`config.mk`:
```
export PLATFORM = sky130hd
export DESIGN_NAME = fetch_unit
export DESIGN_NICKNAME = d
export VERILOG_FILES = /design/src/rtl/fetch_unit.sv
export SDC_FILE = /design/constraint.sdc
export NUM_CORES = 1
export LEC_CHECK = 0
export BUFFER_PORTS_ARGS = -buffer_cell sky130_fd_sc_hd__buf_2
export CAP_MARGIN = 40
export CORE_ASPECT_RATIO = 0.6
export CORE_MARGIN = 3
export CORE_UTILIZATION = 50
export CTS_BUF_LIST = sky130_fd_sc_hd__clkbuf_8
export DETAILED_ROUTE_END_ITERATION = 7
export GPL_TIMING_DRIVEN = 0
export PLACE_DENSITY = 0.71
export SLEW_MARGIN = 20
export SYNTH_ARGS = -nofsm -noshare
export SYNTH_HDL_FRONTEND = slang
export SYNTH_SLANG_ARGS = --single-unit
```
`constraint.sdc`:
```
create_clock -name clk -period 5 [get_ports clk]
set_input_delay 0.25 -clock clk [delete_from_list [all_inputs] [get_ports clk]]
set_output_delay 0.25 -clock clk [all_outputs]
set_load 0.1 [all_outputs]
```
`src/rtl/fetch_unit.sv`:
```
// Instruction prefetcher: DEPTH-entry queue fed by a fixed one-cycle-latency imem, with redirect and halt.
// Defining FETCH_PERF_EN adds a saturating 32-bit head-transfer counter on perf_cnt.
module fetch_unit #(
    parameter int DWIDTH = 16,
    parameter int AWIDTH = 16,
    parameter int DEPTH  = 4
) (
    input  logic              clk,
    input  logic              rst,
    output logic              imem_req,
    output logic [AWIDTH-1:0] imem_addr,
    input  logic [DWIDTH-1:0] imem_data,
    input  logic              redir,
    input  logic [AWIDTH-1:0] redir_pc,
    input  logic              halt_in,
    output logic [DWIDTH-1:0] instr,
    output logic [AWIDTH-1:0] instr_pc,
    output logic              instr_valid,
    input  logic              instr_ready,
    output logic [AWIDTH-1:0] pc,
    output logic              hlt
`ifdef FETCH_PERF_EN
    ,
    output logic [31:0]       perf_cnt
`endif
);

    localparam int PW = $clog2(DEPTH);
    localparam int CW = PW + 1;
    localparam logic [CW-1:0] DEPTH_C = CW'(DEPTH);

    typedef enum logic {
        RUN  = 1'b0,
        HALT = 1'b1
    } state_e;

    state_e            state_q, state_d;
    logic [AWIDTH-1:0] pc_q, pc_d;
    logic              infl_q, infl_d;
    logic [AWIDTH-1:0] infl_addr_q, infl_addr_d;
    logic [PW-1:0]     wr_ptr_q, wr_ptr_d;
    logic [PW-1:0]     rd_ptr_q, rd_ptr_d;
    logic [CW-1:0]     cnt_q, cnt_d;
    logic [DWIDTH-1:0] last_instr_q;
    logic [AWIDTH-1:0] last_pc_q;

    logic [DWIDTH-1:0] data_mem [DEPTH];
    logic [AWIDTH-1:0] addr_mem [DEPTH];

    logic head_vld;
    logic enq;
    logic deq;
    logic can_issue;

    always_comb begin
        state_d     = state_q;
        pc_d        = pc_q;
        infl_d      = 1'b0;
        infl_addr_d = infl_addr_q;
        wr_ptr_d    = wr_ptr_q;
        rd_ptr_d    = rd_ptr_q;
        cnt_d       = cnt_q;

        head_vld  = (cnt_q != '0);
        deq       = head_vld & instr_ready;
        // A redirect kills the response of the request issued last cycle.
        enq       = infl_q & ~redir;
        // Credit check counts the outstanding response so the queue can never overflow.
        can_issue = (state_q == RUN) & ~redir & ((cnt_q + CW'(infl_q)) < DEPTH_C);
        imem_req  = rst & can_issue;
        imem_addr = pc_q;

        if (redir) begin
            state_d  = RUN;
            pc_d     = redir_pc;
            wr_ptr_d = '0;
            rd_ptr_d = '0;
            cnt_d    = '0;
        end else begin
            if (imem_req) begin
                infl_d      = 1'b1;
                infl_addr_d = pc_q;
                pc_d        = pc_q + AWIDTH'(2);
            end
            if (enq) wr_ptr_d = wr_ptr_q + PW'(1);
            if (deq) rd_ptr_d = rd_ptr_q + PW'(1);
            cnt_d = cnt_q + CW'(enq) - CW'(deq);
            if (state_q == RUN && halt_in) state_d = HALT;
        end
    end

    always_ff @(posedge clk or negedge rst) begin
        if (!rst) begin
            state_q      <= RUN;
            pc_q         <= '0;
            infl_q       <= 1'b0;
            infl_addr_q  <= '0;
            wr_ptr_q     <= '0;
            rd_ptr_q     <= '0;
            cnt_q        <= '0;
            last_instr_q <= '0;
            last_pc_q    <= '0;
        end else begin
            state_q     <= state_d;
            pc_q        <= pc_d;
            infl_q      <= infl_d;
            infl_addr_q <= infl_addr_d;
            wr_ptr_q    <= wr_ptr_d;
            rd_ptr_q    <= rd_ptr_d;
            cnt_q       <= cnt_d;
            // Shadow of the head so instr/instr_pc hold once the queue runs dry.
            if (head_vld) begin
                last_instr_q <= data_mem[rd_ptr_q];
                last_pc_q    <= addr_mem[rd_ptr_q];
            end
        end
    end

    always_ff @(posedge clk) begin
        if (enq) begin
            data_mem[wr_ptr_q] <= imem_data;
            addr_mem[wr_ptr_q] <= infl_addr_q;
        end
    end

    assign instr_valid = head_vld;
    assign instr       = head_vld ? data_mem[rd_ptr_q] : last_instr_q;
    assign instr_pc    = head_vld ? addr_mem[rd_ptr_q] : last_pc_q;
    assign pc          = pc_q;
    assign hlt         = (state_q == HALT);

`ifdef FETCH_PERF_EN
    logic [31:0] perf_cnt_q;

    always_ff @(posedge clk or negedge rst) begin
        if (!rst) begin
            perf_cnt_q <= '0;
        end else if (deq && perf_cnt_q != 32'hFFFF_FFFF) begin
            perf_cnt_q <= perf_cnt_q + 32'd1;
        end
    end

    assign perf_cnt = perf_cnt_q;
`endif

endmodule

```
==> results_dict.tcl <==
set metrics [dict create \
    rows 34 \
    drt-initial-drc-count 302 \
    max_stage_delay_ps 530 \
    ctsResizeCount 0 \
    nets 654 \
    place_congestion 0.816 \
    crit_arrival_ps 2990 \
    dpl.hpwl_mm 10.0 \
    r2r_cells 10 \
    wl_met2_mm 7.03 \
    worst_path_max_delay_cell "dlygate4sd3_1" \
    preCtsSetupSlack_ps 2260 \
    relSlewSlack_pct 53.9 \
    tightest_slew_ps 692 \
    antenna_found_initial 0 \
    drt_pass1_iterations 4 \
    yosysMostFrequentCell "edfxtp_1" \
    maxSlewViolCount 0 \
    timing.rr.start "cnt_q[1]" \
    ys_seq_elements 201 \
    synth_top_area_cell "edfxtp_1" \
    syn_nets 482 \
    m1WireLength_mm 7.00 \
    clock_latency_ps 530 \
    startpoint "rst" \
    reg2reg_setup_slack_ps 2340 \
    hold_class "in -> reg" \
    area_growth_pct 22.1 \
    die-height_microns 103 \
    yosysWarnings 0 \
    fin_crit_ps 3240 \
    layout_setup_ws_ps 1760 \
    fill_cells 1078 \
    htreeDepth 1 \
    holdWs_ps 100 \
    start_util_pct 52.8 \
    cts_root_buffer "clkbuf_8" \
    ys_types 35 \
    path_clk_slew_ps 70 \
    async_flop_share_pct 36.3 \
    grtUsageTotal_pct 18.4 \
    synthesis.area_per_instance_sq_um 18.1 \
    start_kind "input port" \
    cp-end-kind "output port" \
    period_share_pct 64.8 \
    yosys_most_used_dff "edfxtp_1" \
    grt_pass1_wl_mm 24.9 \
    io_buffers 103 \
    synth_commonest_cells "edfxtp_1 (128), dfrtp_1 (73), mux2_2 (49), mux4_2 (32), buf_4 (17)" \
    path_class "in -> out" \
    path_max_fanout 55 \
    timing.rr.end "cnt_q[2]" \
    antenna_left 0 \
    route.met3.wl_mm 1.19 \
    fmaxAchievable_mhz 308 \
    fin_worst_skew_ps 15.5 \
    multi_input_area_sq_mm 0.00201 \
    synth_top_area_share_pct 48.6 \
    hold_viol 0 \
    gr-total-overflow 0 \
    highest_layer "met4" \
    die_w_microns 168 \
    layout-drive-gt1-share_pct 40.0 \
    avgRoutedWirePerCell_microns 18.6 \
    cts_tree "yes" \
    via_count 4497 \
    cap_violations 0 \
    grt_pass1_vias 4601 \
    die_area_sq_mm 0.0174 \
    num_io_pins 104 \
    cts.path.max_buffers 3 \
    synth_edf_count 128 \
    grt_max_degree 56 \
    synth.area.top_cells "edfxtp_1 (49%), dfrtp_1 (23%), mux4_2 (9.1%), mux2_2 (7.0%), buf_4 (1.6%)" \
    outcome "completed" \
    synth_cells 437 \
    viasPerCell 5.43 \
    seq_area_sq_mm 0.00567 \
    postCtsSetupBuffers 0 \
    synth_area_sq_mm 0.00791 \
    timing.setup.tns_ps 0 \
    drt_wl_total_mm 15.4 \
    seq_area_frac_synth_pct 71.7 \
    antennaDiodeCount 0 \
    rsz0062_at_grt "no" \
    numCtsBuffers 28 \
    cp_cell_sequence "dlygate4sd3_1 > buf_4 > buf_16 > nand2b_1 > a21oi_1 > and2_1 > buf_2 > buf_4 > buf_2" \
    critical_path.endpoint "imem_req" \
    core_sq_mm 0.0150 \
    route.detailed.drc 0 \
    worstPathRequired_ps 4750 \
    setup_viol 0 \
    cts.sinks 201 \
]
-- layout by cell type (no fill, tap or decap), drive strengths merged, types with 2 or more instances in the layout --
| cell type | n |
|---|---|
| a31oi | 6 |
| o21ai | 4 |
| mux4 | 32 |
| xnor2 | 6 |
| mux2 | 49 |
| dlygate4sd3 | 34 |
| clkbuf | 47 |
| and2 | 8 |
| nor2 | 14 |
| o31ai | 6 |
| edfxtp | 128 |
| nand4 | 3 |
| mux2i | 2 |
| a211oi | 2 |
| nor2b | 2 |
| ha | 7 |
| buf | 131 |
| o211ai | 5 |
| dfrtp | 73 |
| clkinv | 2 |
| nand3 | 10 |
| nand2 | 14 |
| inv | 24 |
| or4 | 11 |
| xor2 | 2 |
-- critical path: cells and delay by family --
family,cells,cell delay (ps)
AO/OA/AOI/OAI,1,320
buffers and inverters,6,2010
AND/OR/NAND/NOR,2,350
-- worst min path at each step --
| stage | startpoint | to | cells after the start |
|---|---|---|---|
| 3_5_place_dp | rst | last_instr_q[14] | 1 |
| 4_1_cts | instr_ready | rd_ptr_q[1] | 4 |
| 6_report | instr_ready | rd_ptr_q[1] | 4 |
| 2_1_floorplan | rst | cnt_q[0] | 0 |
| 3_3_place_gp | redir_pc[2] | imem_addr[2] | 3 |
| 5_1_grt | instr_ready | rd_ptr_q[1] | 4 |
-- registers in the layout, indices dropped and copies added, names as in the netlist --
signal and flops:
hlt 1, rd_ptr_q 2, addr_mem 64, imem_addr 16, wr_ptr_q 2, infl_addr_q 16, data_mem 64, last_pc_q 16
infl_q 1, cnt_q 3, last_instr_q 16
-- final cells by class --
class | instances | area share [%]
Sequential cell | 201 | 58.7
Multi-Input combinational cell | 191 | 20.8
Timing Repair Buffer | 142 | 10.0
Clock buffer | 34 | 4.84
Tap cell | 198 | 2.56
Buffer | 36 | 2.12
Clock inverter | 17 | 0.661
Inverter | 9 | 0.350
-- cell families after synthesis --
| kind of cell | synth area share (%) |
|---|---|
| flip-flops | 71.7 |
| multiplexers | 16.3 |
| AND/OR/NAND/NOR | 4.46 |
| buffers and inverters | 3.02 |
| AO/OA/AOI/OAI | 2.25 |
| XOR/XNOR | 0.886 |
| adder cells (fa/ha/maj) | 1.36 |
-- metrics by stage --
step | instance area (sq um) | utilization, % | cells
final | 9660 | 64.5 | 828
after floorplan | 7910 | - | 437
after detailed placement | 8790 | 58.7 | 743
after CTS | 9660 | 64.5 | 828
after global placement | 8670 | 57.9 | 738
after global routing | 9660 | 64.5 | 828
-- per-layer routing --
metal | vias up | GRT usage, %
met5 | - | 0
met4 | 0 | 4.34
met3 | 24 | 4.44
met2 | 180 | 28.7
met1 | 2269 | 26.9
li1 | 2024 | -
-- timing repair --
item / CTS / global route
hold buffers: 34 / 0
endpoints found under the hold margin: 154 / 0
setup endpoints to repair: 0 / 0
Power is not shown: default switching activity piles up to over one toggle a cycle in this logic, so the estimate is an artifact.
